`src/rtl/acc_cpu_core.sv`:
```
// acc_cpu_core: multi-cycle accumulator CPU (FETCH -> DECODE -> [MEM] -> FETCH).
// Ports:
//   clock, reset            rising-edge clock, async active-high reset
//   instMemAddrBus/DataBus  instruction fetch address (PC) and word {opcode, operand}
//   dataMemAddrBus          data address (IR operand)
//   dataMemInDataBus        data read bus, dataMemOutDataBus = accumulator
//   mReadFlag/mWriteFlag    data-memory request, held while in MEM
//   mReady                  completes the MEM access (wait states while low)
//   accOut/aluOut/opcode    accumulator, combinational ALU result, IR opcode
//   halted                  high once HLT has executed
// Requires IADDR_W <= DADDR_W so jump targets fit in the operand field.
module acc_cpu_core #(
  parameter int DATA_W  = 8,
  parameter int IADDR_W = 4,
  parameter int DADDR_W = 4,
  localparam int INST_W = 4 + DADDR_W
) (
  input  logic               clock,
  input  logic               reset,
  output logic [IADDR_W-1:0] instMemAddrBus,
  input  logic [INST_W-1:0]  instMemDataBus,
  output logic [DADDR_W-1:0] dataMemAddrBus,
  input  logic [DATA_W-1:0]  dataMemInDataBus,
  output logic [DATA_W-1:0]  dataMemOutDataBus,
  output logic               mReadFlag,
  output logic               mWriteFlag,
  input  logic               mReady,
  output logic [DATA_W-1:0]  accOut,
  output logic [DATA_W-1:0]  aluOut,
  output logic [3:0]         opcode,
  output logic               halted
);

  typedef enum logic [1:0] {FETCH, DECODE, MEM, HALT} state_t;

  localparam logic [3:0] OP_NOP = 4'h0, OP_LDA = 4'h1, OP_STA = 4'h2, OP_ADD = 4'h3,
                         OP_SUB = 4'h4, OP_AND = 4'h5, OP_OR  = 4'h6, OP_XOR = 4'h7,
                         OP_NOT = 4'h8, OP_LDI = 4'h9, OP_ADDI = 4'hA, OP_JMP = 4'hB,
                         OP_JZ  = 4'hC, OP_JC  = 4'hD, OP_SHL = 4'hE, OP_HLT = 4'hF;

  state_t               state;
  logic [IADDR_W-1:0]   pc;
  logic [INST_W-1:0]    ir;
  logic [DATA_W-1:0]    acc;
  logic                 z, c;

  logic [3:0]           op;
  logic [DADDR_W-1:0]   arg;
  logic [DATA_W-1:0]    imm;
  logic [DATA_W:0]      alu_wide;   // {carry, result}
  logic                 acc_we, c_we, is_mem;

  assign op  = ir[INST_W-1:DADDR_W];
  assign arg = ir[DADDR_W-1:0];
  assign imm = DATA_W'(arg);
  // opcodes 1..7 go through MEM
  assign is_mem = !op[3] && (op != OP_NOP);

  assign instMemAddrBus    = pc;
  assign dataMemAddrBus    = arg;
  assign dataMemOutDataBus = acc;
  assign accOut            = acc;
  assign aluOut            = alu_wide[DATA_W-1:0];
  assign opcode            = op;

  // ALU decodes the current IR every cycle; the FSM decides when to commit.
  always_comb begin
    alu_wide = {c, acc};
    acc_we   = 1'b0;
    c_we     = 1'b0;
    case (op)
      OP_LDA:  begin alu_wide = {c, dataMemInDataBus};                      acc_we = 1'b1; end
      OP_ADD:  begin alu_wide = {1'b0, acc} + {1'b0, dataMemInDataBus};     acc_we = 1'b1; c_we = 1'b1; end
      // borrow lands in the extra bit when acc < mem
      OP_SUB:  begin alu_wide = {1'b0, acc} - {1'b0, dataMemInDataBus};     acc_we = 1'b1; c_we = 1'b1; end
      OP_AND:  begin alu_wide = {c, acc & dataMemInDataBus};                acc_we = 1'b1; end
      OP_OR:   begin alu_wide = {c, acc | dataMemInDataBus};                acc_we = 1'b1; end
      OP_XOR:  begin alu_wide = {c, acc ^ dataMemInDataBus};                acc_we = 1'b1; end
      OP_NOT:  begin alu_wide = {c, ~acc};                                  acc_we = 1'b1; end
      OP_LDI:  begin alu_wide = {c, imm};                                   acc_we = 1'b1; end
      OP_ADDI: begin alu_wide = {1'b0, acc} + {1'b0, imm};                  acc_we = 1'b1; c_we = 1'b1; end
      OP_SHL:  begin alu_wide = {acc, 1'b0};                                acc_we = 1'b1; c_we = 1'b1; end
      default: ;
    endcase
  end

  always_ff @(posedge clock or posedge reset) begin
    if (reset) begin
      state      <= FETCH;
      pc         <= '0;
      ir         <= '0;
      acc        <= '0;
      z          <= 1'b0;
      c          <= 1'b0;
      mReadFlag  <= 1'b0;
      mWriteFlag <= 1'b0;
      halted     <= 1'b0;
    end else begin
      case (state)
        FETCH: begin
          ir    <= instMemDataBus;
          pc    <= pc + IADDR_W'(1);
          state <= DECODE;
        end
        DECODE: begin
          if (is_mem) begin
            state      <= MEM;
            mReadFlag  <= (op != OP_STA);
            mWriteFlag <= (op == OP_STA);
          end else if (op == OP_HLT) begin
            state  <= HALT;
            halted <= 1'b1;
          end else begin
            state <= FETCH;
            if (acc_we) begin
              acc <= alu_wide[DATA_W-1:0];
              z   <= (alu_wide[DATA_W-1:0] == '0);
            end
            if (c_we) c <= alu_wide[DATA_W];
            // not-taken branches keep the PC incremented in FETCH
            if ((op == OP_JMP) || (op == OP_JZ && z) || (op == OP_JC && c))
              pc <= arg[IADDR_W-1:0];
          end
        end
        MEM: begin
          if (mReady) begin
            state      <= FETCH;
            mReadFlag  <= 1'b0;
            mWriteFlag <= 1'b0;
            if (acc_we) begin
              acc <= alu_wide[DATA_W-1:0];
              z   <= (alu_wide[DATA_W-1:0] == '0);
            end
            if (c_we) c <= alu_wide[DATA_W];
          end
        end
        default: ;  // HALT: frozen until reset
      endcase
    end
  end

endmodule

```
`config.mk`:
```
export PLATFORM = sky130hd
export DESIGN_NAME = acc_cpu_core
export DESIGN_NICKNAME = d
export VERILOG_FILES = /design/src/rtl/acc_cpu_core.sv
export SDC_FILE = /design/constraint.sdc
export NUM_CORES = 1
export LEC_CHECK = 0
export BUFFER_PORTS_ARGS = -buffer_cell sky130_fd_sc_hd__buf_2
export CAP_MARGIN = 20
export CORE_ASPECT_RATIO = 1.75
export CORE_UTILIZATION = 30
export DETAILED_ROUTE_END_ITERATION = 7
export PLACE_DENSITY = 0.54
export SYNTH_ARGS = -nofsm -noshare
export SYNTH_HDL_FRONTEND = slang
export SYNTH_SLANG_ARGS = --single-unit
```
`constraint.sdc`:
```
create_clock -name clock -period 6 [get_ports clock]
set_input_delay 1.5 -clock clock [delete_from_list [all_inputs] [get_ports clock]]
set_output_delay 1.5 -clock clock [all_outputs]
set_load 0.1 [all_outputs]
```
==> flow_metrics.tcl <==
set metrics [dict create \
    gr-total-overflow 0 \
    wl_met1_mm 3.73 \
    met3_length_um 372 \
    die_h_um 132 \
    worst_slew_pin_slew_ps 869 \
    synth_warnings 0 \
    hpwl_mm 7.49 \
    final.fill_count 1012 \
    top_layer "met4" \
    cts.sinks 27 \
    clkTransAtPathRegs_ps 70 \
    synthCells 375 \
    ys.flop_type "dfrtp_1" \
    worstHoldPathType "register to register" \
    cts_tree "yes" \
    htree_levels 1 \
    relSlewSlack_pct 41.9 \
    max_freq_mhz 173 \
    dieArea_mm2 0.0101 \
    vias_per_cell 5.50 \
    worstPathArrival_ps 4270 \
    crit_fanout 4 \
    ctsResizeCount 0 \
    crit_slowest_cell "mux2_2" \
    grt_pass1_vias 2877 \
    clock_path_buffers 2 \
    async_flop_share_pct 100 \
    finalWirelength_mm 9.61 \
    drc_errors 0 \
    fin_worst_skew_ps 4.44 \
    met2_length_mm 4.99 \
    synth.avg_cell_area_um2 7.77 \
    syn-cell-area_mm2 0.00291 \
    vias 2951 \
    synth_edf_count 0 \
    ys_ff_latch 27 \
    root_buffer "clkbuf_16" \
    coreArea_mm2 0.00947 \
    cts-buffers-inserted 3 \
    timing.final.crit_period_ps 5770 \
    period_share_pct 96.2 \
    first_iter_violations 148 \
    n_antenna_cell 0 \
    die_w_um 76.5 \
    final_antenna_net_count 0 \
    cp_num_buf_inv 4 \
    dpl.cell_count 533 \
    end_kind "output pin" \
    holdBufCountCts 0 \
    ys_seq_area_share_pct 23.2 \
    post_cts_buffers 0 \
    grt_util_all_layers_pct 19.4 \
    hold_violations 0 \
    drv_slew 0 \
    synth.distinct_cells 55 \
    grt_max_degree 29 \
    crit_path_max_incr_delay_ps 360 \
    worstPathRequired_ps 4500 \
    routabilityCongestion 0.897 \
    finalNetCount 462 \
    drv_cap 0 \
    drive_above_1_share_pct 21.7 \
    path_class "input port to output pin" \
    wl_per_cell_um 17.9 \
    crit_family "compound AO/OA/AOI/OAI gates" \
    status "completed" \
    rows 47 \
    io_buffers 57 \
    clock_latency_ps 280 \
    holdWs_ps 482 \
    syn_nets 421 \
    worstPathCellList "buf_2 > inv_1 > ha_1 > a22oi_1 > o21ai_1 > ha_1 > a211oi_2 > o21bai_2 > o31ai_1 > mux2_2 > and3_1 > a21oi_1 > buf_4 > buf_12" \
    grt_pass1_wl_mm 15.2 \
    critPathMostFrequentCell "ha_1" \
    areaGrowthSynthToFinish_pct 17.4 \
    antenna_found_initial 0 \
    setup_violations 0 \
    fin_tns_setup_ps 0 \
    final-instance-count-excl-fill 537 \
    critical_path.startpoint_type "input port" \
    dr.pass1.iters 4 \
    start_util_pct 30.8 \
    pin_count 58 \
]
## cells by family (layout without fill, tap and decap cells)
family | after synthesis | count (layout) | share of synthesized area, %
compound gates | 128 | 128 | 28.3
xor+xnor | 6 | 6 | 1.80
fa+ha+maj | 27 | 27 | 11.9
buf+inv | 57 | 97 | 10.5
flops | 27 | 27 | 23.2
mux | 11 | 11 | 4.12
simple gates | 119 | 119 | 20.2
## synth_stat cells, drive strengths merged (2+ instances only)
| master | n | share of area (%) |
|---|---|---|
| a21oi | 38 | 6.5 |
| nand2 | 37 | 4.8 |
| o21ai | 33 | 5.7 |
| buf | 30 | 7.0 |
| nor2 | 28 | 3.6 |
| dfrtp | 27 | 23 |
| ha | 26 | 11 |
| inv | 20 | 2.6 |
| nand3 | 14 | 2.4 |
| mux2 | 8 | 3.1 |
| nand2b | 6 | 1.3 |
| nor2b | 6 | 1.3 |
| o31ai | 6 | 1.5 |
| a21boi | 5 | 1.3 |
| clkbuf | 5 | 0.64 |
| nand3b | 5 | 1.3 |
| nor3 | 5 | 0.86 |
| o211ai | 5 | 1.3 |
| o22ai | 5 | 1.1 |
| a21o | 4 | 1.0 |
| and3 | 4 | 0.86 |
| a211o | 3 | 0.90 |
| a211oi | 3 | 0.94 |
| a221o | 3 | 1.0 |
| a221oi | 3 | 0.90 |
| a22oi | 3 | 0.94 |
| mux2i | 3 | 1.0 |
| nand4 | 3 | 0.64 |
| o21bai | 3 | 0.77 |
| o221ai | 3 | 0.90 |
| xnor2 | 3 | 0.90 |
| xor2 | 3 | 0.90 |
| a31oi | 2 | 0.43 |
| a32oi | 2 | 0.60 |
| clkinv | 2 | 0.26 |
| nor3b | 2 | 0.52 |
| nor4bb | 2 | 0.69 |
| o2111ai | 2 | 0.60 |
| or3 | 2 | 0.43 |
## path summary, 6_finish.rpt
check / startpoint / endpoint / slack (ps) / cells after the start
max: dataMemInDataBus[0] / aluOut[7] / 230 / 14
min: halted / halted / 480 / 1
max reg2reg: ir[7] / z / 2010 / 13
min reg2reg: halted / halted / 480 / 1
max in group asynchronous: reset / ir[2] / 4370 / 3
min in group asynchronous: reset / mWriteFlag / 1200 / 2
## registers in the layout, summed over array words and instances, names as in the netlist
register        flops
accOut              8
c                   1
halted              1
instMemAddrBus      4
ir                  8
mReadFlag           1
mWriteFlag          1
state               2
z                   1
## worst register-to-register path: stages, from the launching register on
cell,delay (ps)
dfrtp_1,520
buf_4,280
nor4bb_1,290
buf_4,190
o21ai_0,80
ha_1,230
fa_1,420
a211o_1,300
o21ai_0,110
xnor2_1,150
a211o_1,340
a21boi_0,190
or4_1,580
o41ai_2,210
## cell usage in the layout (no fill, tap or decap), types with 3 or more instances in the layout
| master | instances |
|---|---|
| buf_2 | 52 |
| a21oi_1 | 38 |
| nand2_1 | 37 |
| o21ai_0 | 32 |
| nor2_1 | 28 |
| dfrtp_1 | 27 |
| ha_1 | 26 |
| inv_1 | 20 |
| nand3_1 | 14 |
| buf_4 | 13 |
| mux2_2 | 8 |
| nand2b_1 | 6 |
| nor2b_1 | 6 |
| o31ai_1 | 6 |
| nand3b_1 | 5 |
| nor3_1 | 5 |
| o22ai_1 | 5 |
| o211ai_1 | 5 |
| a21boi_0 | 5 |
| buf_12 | 5 |
| a21o_1 | 4 |
| and3_1 | 4 |
| mux2i_1 | 3 |
| nand4_1 | 3 |
| a221o_1 | 3 |
| a211o_1 | 3 |
| xnor2_1 | 3 |
| o221ai_1 | 3 |
| a221oi_1 | 3 |
| xor2_1 | 3 |
| clkbuf_16 | 3 |
## routing by layer
layer / vias to the layer above / GRT usage [%]
met2: 91 / 34.1
met1: 1408 / 21.4
met5: - / 0
met3: 24 / 2.08
met4: 0 / 14.0
li1: 1428 / -
## layout make-up
cell class / instances / area (µm²) / area share (%)
multi-input combinational: 291 / 1940 / 56.7
sequential: 27 / 676 / 19.8
timing repair buffer: 71 / 485 / 14.2
tap: 122 / 153 / 4.47
inverter: 22 / 82.6 / 2.42
clock buffer: 3 / 75.1 / 2.20
clock inverter: 1 / 7.51 / 0.220
## stage by stage
stage | setup WS [ps] | area [µm²] | utilization (%)
2_1_floorplan | 155 | 2910 | -
3_3_place_gp | 107 | 3300 | 34.8
6_report | 229 | 3420 | 36.1
5_1_grt | -25.3 | 3420 | 36.1
4_1_cts | 87.9 | 3410 | 36.0
3_5_place_dp | 95.1 | 3330 | 35.1
Power is not shown: default switching activity piles up to over one toggle a cycle in this logic, so the estimate is an artifact.
